<file path="src/rtl/debounce_pkg.sv">
// -----------------------------------------------------------------------------
// debounce_pkg
// Shared constants and sizing helper for the push-button debounce bank.
//   DEFAULT_STABLE_CYCLES : 10 ms of stability at 50 MHz
//   DEFAULT_REPEAT_DELAY  : 500 ms from press to first auto-repeat at 50 MHz
//   DEFAULT_REPEAT_PERIOD : 100 ms between auto-repeats at 50 MHz
//   cnt_width_f(n)        : bits needed to count 0..n-1, never less than 1
// -----------------------------------------------------------------------------
package debounce_pkg;

    localparam int DEFAULT_STABLE_CYCLES = 500000;
    localparam int DEFAULT_REPEAT_DELAY  = 25000000;
    localparam int DEFAULT_REPEAT_PERIOD = 5000000;

    function automatic int cnt_width_f(input int n);
        if (n <= 2) begin
            return 1;
        end
        return $clog2(n);
    endfunction

endpackage

</file>
<file path="src/rtl/debounce_channel.sv">
// -----------------------------------------------------------------------------
// debounce_channel
// One button: 2-flop synchroniser, polarity normalisation, stability counter,
// debounced level and registered press/release strobes.
// Optional hold-to-repeat is built when DEBOUNCE_AUTOREPEAT_EN is defined.
//
// Ports:
//   clock_i    system clock
//   reset_i    synchronous active-high reset
//   button_i   raw asynchronous pin level
//   level_o    debounced state, 1 = pressed
//   press_o    one-cycle strobe on accepted press (and repeats, if built)
//   release_o  one-cycle strobe on accepted release
// -----------------------------------------------------------------------------
module debounce_channel
    import debounce_pkg::*;
#(
    parameter int STABLE_CYCLES = DEFAULT_STABLE_CYCLES,
    parameter int ACTIVE_LOW    = 1
`ifdef DEBOUNCE_AUTOREPEAT_EN
    ,
    parameter int REPEAT_DELAY  = DEFAULT_REPEAT_DELAY,
    parameter int REPEAT_PERIOD = DEFAULT_REPEAT_PERIOD
`endif
) (
    input  logic clock_i,
    input  logic reset_i,
    input  logic button_i,
    output logic level_o,
    output logic press_o,
    output logic release_o
);

    localparam int            CW       = cnt_width_f(STABLE_CYCLES);
    localparam logic [CW-1:0] CNT_LAST = CW'(STABLE_CYCLES - 1);
    // Pin level when the key is not pressed; also the XOR mask that maps the
    // synchronised pin onto "1 = pressed".
    localparam logic          IDLE_PIN = (ACTIVE_LOW != 0) ? 1'b1 : 1'b0;

    logic          sync1_q, sync2_q;
    logic          pressed_now;
    logic [CW-1:0] cnt_q, cnt_d;
    logic          level_q, level_d;
    logic          press_q, press_d;
    logic          release_q, release_d;
    logic          rpt_fire;

    assign pressed_now = sync2_q ^ IDLE_PIN;

    // Any sample equal to the current level restarts the count, so only an
    // uninterrupted run of STABLE_CYCLES differing samples flips the level.
    always_comb begin
        cnt_d   = '0;
        level_d = level_q;
        if (pressed_now != level_q) begin
            if (cnt_q == CNT_LAST) begin
                level_d = ~level_q;
            end else begin
                cnt_d = cnt_q + CW'(1);
            end
        end
        press_d   = (level_d & ~level_q) | rpt_fire;
        release_d = ~level_d & level_q;
    end

    always_ff @(posedge clock_i) begin
        if (reset_i) begin
            sync1_q   <= IDLE_PIN;
            sync2_q   <= IDLE_PIN;
            cnt_q     <= '0;
            level_q   <= 1'b0;
            press_q   <= 1'b0;
            release_q <= 1'b0;
        end else begin
            sync1_q   <= button_i;
            sync2_q   <= sync1_q;
            cnt_q     <= cnt_d;
            level_q   <= level_d;
            press_q   <= press_d;
            release_q <= release_d;
        end
    end

`ifdef DEBOUNCE_AUTOREPEAT_EN
    localparam int            RPT_MAX  = (REPEAT_DELAY > REPEAT_PERIOD) ? REPEAT_DELAY
                                                                         : REPEAT_PERIOD;
    localparam int            RW       = cnt_width_f(RPT_MAX);
    localparam logic [RW-1:0] DLY_LAST = RW'(REPEAT_DELAY - 1);
    localparam logic [RW-1:0] PER_LAST = RW'(REPEAT_PERIOD - 1);

    logic [RW-1:0] rpt_cnt_q, rpt_cnt_d;
    logic          rpt_first_q, rpt_first_d;

    // Runs only while the level is 1 in both this and the next cycle; the
    // press edge and the release edge both leave it cleared, so a repeat can
    // never coincide with a release.
    always_comb begin
        rpt_cnt_d   = '0;
        rpt_first_d = 1'b1;
        rpt_fire    = 1'b0;
        if (level_q && level_d) begin
            rpt_first_d = rpt_first_q;
            if (rpt_cnt_q == (rpt_first_q ? DLY_LAST : PER_LAST)) begin
                rpt_fire    = 1'b1;
                rpt_first_d = 1'b0;
            end else begin
                rpt_cnt_d = rpt_cnt_q + RW'(1);
            end
        end
    end

    always_ff @(posedge clock_i) begin
        if (reset_i) begin
            rpt_cnt_q   <= '0;
            rpt_first_q <= 1'b1;
        end else begin
            rpt_cnt_q   <= rpt_cnt_d;
            rpt_first_q <= rpt_first_d;
        end
    end
`else
    assign rpt_fire = 1'b0;
`endif

    assign level_o   = level_q;
    assign press_o   = press_q;
    assign release_o = release_q;

endmodule

</file>
<file path="src/rtl/debounce_bank.sv">
// -----------------------------------------------------------------------------
// debounce_bank
// Multi-channel push-button conditioner: CHANNELS independent copies of
// debounce_channel. Hold-to-repeat is built when DEBOUNCE_AUTOREPEAT_EN is
// defined; otherwise REPEAT_DELAY/REPEAT_PERIOD are only legality-checked.
//
// Ports:
//   clock_i    system clock
//   reset_i    synchronous active-high reset
//   buttons_i  [CHANNELS] raw asynchronous pin levels
//   level_o    [CHANNELS] debounced state, 1 = pressed
//   press_o    [CHANNELS] one-cycle press (and repeat) strobes
//   release_o  [CHANNELS] one-cycle release strobes
// -----------------------------------------------------------------------------
module debounce_bank
    import debounce_pkg::*;
#(
    parameter int CHANNELS      = 4,
    parameter int STABLE_CYCLES = DEFAULT_STABLE_CYCLES,
    parameter int ACTIVE_LOW    = 1,
    parameter int REPEAT_DELAY  = DEFAULT_REPEAT_DELAY,
    parameter int REPEAT_PERIOD = DEFAULT_REPEAT_PERIOD
) (
    input  logic                clock_i,
    input  logic                reset_i,
    input  logic [CHANNELS-1:0] buttons_i,
    output logic [CHANNELS-1:0] level_o,
    output logic [CHANNELS-1:0] press_o,
    output logic [CHANNELS-1:0] release_o
);

    if (CHANNELS < 1) begin : g_bad_channels
        $error("debounce_bank: CHANNELS must be at least 1");
    end
    if (STABLE_CYCLES < 2) begin : g_bad_stable
        $error("debounce_bank: STABLE_CYCLES must be at least 2");
    end
    if (REPEAT_PERIOD < 1 || REPEAT_DELAY < 1) begin : g_bad_repeat
        $error("debounce_bank: REPEAT_DELAY and REPEAT_PERIOD must be at least 1");
    end

    for (genvar i = 0; i < CHANNELS; i++) begin : g_ch
        debounce_channel #(
            .STABLE_CYCLES (STABLE_CYCLES),
            .ACTIVE_LOW    (ACTIVE_LOW)
`ifdef DEBOUNCE_AUTOREPEAT_EN
            ,
            .REPEAT_DELAY  (REPEAT_DELAY),
            .REPEAT_PERIOD (REPEAT_PERIOD)
`endif
        ) u_ch (
            .clock_i   (clock_i),
            .reset_i   (reset_i),
            .button_i  (buttons_i[i]),
            .level_o   (level_o[i]),
            .press_o   (press_o[i]),
            .release_o (release_o[i])
        );
    end

endmodule

</file>
<file path="config.mk">
export PLATFORM = sky130hd
export DESIGN_NAME = debounce_bank
export DESIGN_NICKNAME = d
export VERILOG_FILES = /design/src/rtl/debounce_pkg.sv /design/src/rtl/debounce_channel.sv /design/src/rtl/debounce_bank.sv
export SDC_FILE = /design/constraint.sdc
export NUM_CORES = 1
export LEC_CHECK = 0
export CORE_MARGIN = 3
export CORE_UTILIZATION = 30
export DETAILED_ROUTE_END_ITERATION = 10
export HOLD_SLACK_MARGIN = 0.02
export PLACE_DENSITY_LB_ADDON = 0.25
export SLEW_MARGIN = 20
export SYNTH_ARGS = -nofsm -noshare
export SYNTH_HDL_FRONTEND = slang
export SYNTH_HIERARCHICAL = 1
export SYNTH_SLANG_ARGS = --single-unit
</file>
<file path="constraint.sdc">
create_clock -name clock_i -period 2.8 [get_ports clock_i]
set_input_delay 0.56 -clock clock_i [delete_from_list [all_inputs] [get_ports clock_i]]
set_output_delay 0.56 -clock clock_i [all_outputs]
set_load 0.05 [all_outputs]
</file>
==> run summary <==
The flow ran to the end, and the final reports show no timing, DRC or antenna violations. The number of instances resized during post-cts repair is 0. The final critical path time including I/O delays and setup is around 2200 ps. The overall global routing resource usage is 11.70%. For this run the aggregate overflow at the end of global routing stands at 0. The region available for standard cell placement spans approximately 13000 µm². Headroom to the max-slew limit came out at 63.01%.

The family of cells with the greatest summed delay on the critical path is buffers and inverters. The number of H-tree levels is 3. The portion of the post-synthesis area used by sequential elements came out at 46.72%. The footprint of the multi-input gates is 2112 µm².

In the synthesized netlist the dominant register cell turns out to be sky130_fd_sc_hd__dfxtp_1. The combined flip-flop and latch cell area is 1922 µm². The async set-reset flop share out of synthesis is 0%. Counting cells, the worst reg-to-reg path comes to 5.

The critical path goes through clkdlybuf4s50_1. The switching power is between 500 and 600 µW. TritonCTS built the clock tree. The clock share of power came out at 46.9%. The layout filler cell count came out at roughly 1400. The number of antenna-violating nets in the routed design came out at 0. The aggregate negative setup slack came out at 0 ps. The kind of end point of the critical path is an output pin. The share of total power consumed by net switching is 21.31%. The post-CTS setup repair buffer count is 0. The clock drives 96 sinks. Across the VDD grid, the largest voltage drop is 0.3209 mV. Counting flops and latches in the post-synthesis netlist gives 96. The kind of launch point of the worst setup path is a flop. The number of distinct library cells after synthesis came out at 28.

The maximum count of clock buffers along a single path is 2. In the final layout, the share of cells above drive strength 1 is 10.43%. Counting every instance in the synthesized netlist gives between 400 and 500. The critical path's largest stage delay is 840 ps. The relative contribution of combinational cells to total power is 1.3%. The launch point of the worst reg-to-reg path is g_ch[2].u_ch/cnt_q[0]. The library cell used most frequently in the layout, excluding fill and tap cells, is sky130_fd_sc_hd__dfxtp_1. The max-capacitance violation count came out at 0. Setup repair after global routing left no endpoint under its margin. The total cell area at the placement stage came out at 4447 µm².

The die area came out at 15150 µm². The number of optimization iterations in the first detailed-route pass came out at 4. The slew at the pin with the worst max-slew slack is ~550 ps. The total inserted antenna cells is 0. The clock input transition at the sequential cells of the worst setup and hold paths is approximately 70 ps. After detailed routing, the average wire length per cell comes to 12.19 µm. The total number of yosys warnings came out at 6. The count of nets after finishing is 475.

The number of standard cells in the final layout excluding fillers came out at 646. The relative contribution of sequential cells to total power is 51.9%. The cell sitting at the root of the clock tree is a sky130_fd_sc_hd__clkbuf_16.

The count of endpoints failing hold in the final timing report is 0. Wires add up to 7.875 mm. The initial utilization of the core area, before any placement, comes to between 30% and 40%. Summing over every cut layer, the via total after detailed routing is 3175. The cell area power density came out at between 500 and 600 nW/µm². The finished cells cover about 4800 µm².

The cell with the biggest individual delay on the critical path is sky130_fd_sc_hd__clkdlybuf4s50_1. The worst setup path is of the flop to output pin kind. The die is between 100 and 150 µm tall. For this design, the CTS-stage hold fixing added 0 buffers.

The worst register-to-register path ends at g_ch[2].u_ch/cnt_q[1]. The routability congestion estimate came out at 0.7583. The startpoint of the most critical hold path is g_ch[2].u_ch/sync1_q.

Summing every instance area after synthesis gives 4114 µm². The initial antenna violation count was 0. In this run, the number of DRC markers left after iteration 0 of detailed routing was 123. The maximum number of pins on one net before global-route repair came out at 19. The via density per instance is 4.915. The via count of the first global-routing pass is 3089.

The internal power of the cells is 2.088 mW. The tightest min-delay check is of the flop to flop type. The top-level I/O count came out at 18. Along the worst hold path, the cell count comes to 1. The post-synthesis area per instance came out at 9.183 µm².

Between clock sinks in the finished design, the worst skew comes to 3.648 ps. In the layout the commonest cells are sky130_fd_sc_hd__dfxtp_1 (96), sky130_fd_sc_hd__nor2_1 (60), sky130_fd_sc_hd__xnor2_1 (36). Counting every net in the synthesized netlist gives around 460. The arrival time at the worst endpoint is 1600 ps. The die is 123.1 µm wide.

The final period utilization is 77.31%. The worst hold path terminates at g_ch[2].u_ch/sync2_q. The post-synthesis to final-layout area growth came out at 15.51%. The maximum fanout count along the critical path came out at 4. Port buffering added 17 buffers.

After floorplanning, the core was divided into 42 placement rows. The number of enable flip-flop cells after synthesis came out at 0. The max-slew violation total from the final report came out at 0.

The leakage power is between 1 and 1.5 nW. The combined buffer and inverter count along the critical path came out at 1. Setup violations remaining at the end of the flow were counted as 0. The first global-routing pass estimated 14.22 mm of wire.

Once placement completed, the tool counted placed cells totaling 630. Detailed placement finished with a half-perimeter wire length of 5.498 mm. After detailed routing, the number of remaining DRC violations is 0.

The clock latency on the worst-skew pair came out at 340 ps. The final core utilization came out at about 36%. Clock tree synthesis inserted a total of 9 buffers.

The minimum setup slack among reg-to-reg paths came out at 650 ps. At the worst endpoint, the required time is 2240 ps. Static timing analysis puts the maximum clock frequency at approximately 460 MHz.
-- through the flow --
stage | hold slack (ps) | setup WS (ps) | power [mW]
after CTS | 407.6 | 612.3 | 2.712
final | 409.7 | 635.3 | 2.653
after floorplan | 389.5 | 849.6 | 1.425
after global routing | 424.9 | 523.1 | 2.770
after global placement | 392.8 | 690.9 | 1.441
after detailed placement | 393.8 | 672.3 | 1.441
-- cell families after synthesis --
family / count (synthesis) / share of synthesized area [%]
and+or+nand+nor: 232 / 31.39
xor gates and xnor gates: 52 / 11.07
DFF: 96 / 46.72
adders and majority gates: 4 / 1.217
buffers and inverters: 16 / 1.946
AOI/OAI and AO/OA: 48 / 7.664
-- how the worst max path moves through the flow --
stage	start	to	slack (ps)	depth (start not counted)
4_1_cts	g_ch[0].u_ch/level_o	level_o[0]	610	1
3_5_place_dp	g_ch[2].u_ch/cnt_q[0]	g_ch[2].u_ch/cnt_q[1]	670	5
5_1_grt	g_ch[2].u_ch/cnt_q[0]	g_ch[2].u_ch/cnt_q[1]	520	5
6_report	g_ch[0].u_ch/level_o	level_o[0]	640	1
2_1_floorplan	g_ch[0].u_ch/cnt_q[0]	g_ch[0].u_ch/cnt_q[1]	850	6
3_3_place_gp	reset_i	g_ch[2].u_ch/cnt_q[16]	690	4
-- worst register-to-register path, stage by stage, from the launching register on --
cell                      delay, ps
sky130_fd_sc_hd__dfxtp_1        400
sky130_fd_sc_hd__ha_1           250
sky130_fd_sc_hd__nand3_2        200
sky130_fd_sc_hd__or2_1          380
sky130_fd_sc_hd__or4_1          600
sky130_fd_sc_hd__and3_1         210
-- state kept, by name (all words and copies together) (netlist names) --
name                 count
g_ch.u_ch/cnt_q         76
g_ch.u_ch/level_o        4
g_ch.u_ch/press_o        4
g_ch.u_ch/release_o      4
g_ch.u_ch/sync1_q        4
g_ch.u_ch/sync2_q        4
-- layer usage --
metal	global-route usage, %	vias to the layer above	share of wire [%]	wire length (µm)
met5	0	-	0	0
met4	4.152	0	0.85	67
met3	4.209	4	3.6	283
met2	18.62	41	46	3626
met1	14.67	1498	49	3898
li1	-	1632	-	-
-- power groups by stage --
stage | registers (mW) | logic (mW) | clock network [mW]
detailed placement | 1.41 | 0.0341 | 0
floorplan | 1.41 | 0.0187 | 0
CTS | 1.38 | 0.0345 | 1.30
finish | 1.38 | 0.0337 | 1.24
global route | 1.38 | 0.0385 | 1.36
global placement | 1.41 | 0.0341 | 0
-- layout make-up --
type / instances / share of cell area (%)
clock buffer: 9 / 4.739
clock inverter: 7 / 1.685
inverter: 4 / 0.3160
multi-input combinational: 336 / 44.44
sequential: 96 / 40.44
tap: 176 / 4.634
timing repair buffer: 18 / 3.739
-- cells in the mapped netlist (8+ instances only) --
cell type	count	area, µm²
sky130_fd_sc_hd__a21oi_2	8	70.07
sky130_fd_sc_hd__xnor2_1	36	315.3
sky130_fd_sc_hd__xor2_1	16	140.1
sky130_fd_sc_hd__nand2_1	24	90.09
sky130_fd_sc_hd__nand3_1	24	120.1
sky130_fd_sc_hd__or2_2	12	75.07
sky130_fd_sc_hd__or3_1	24	150.1
sky130_fd_sc_hd__nor2_1	60	225.2
sky130_fd_sc_hd__nor4_1	16	100.1
sky130_fd_sc_hd__a21oi_1	16	80.08
sky130_fd_sc_hd__o21ai_0	16	80.08
sky130_fd_sc_hd__nand4_1	12	75.07
sky130_fd_sc_hd__nor3_1	20	100.1
sky130_fd_sc_hd__nand4bb_1	8	90.09
sky130_fd_sc_hd__dfxtp_1	96	1922
sky130_fd_sc_hd__or4_1	12	90.09
No activity file was read; power rests on OpenSTA's default activity.
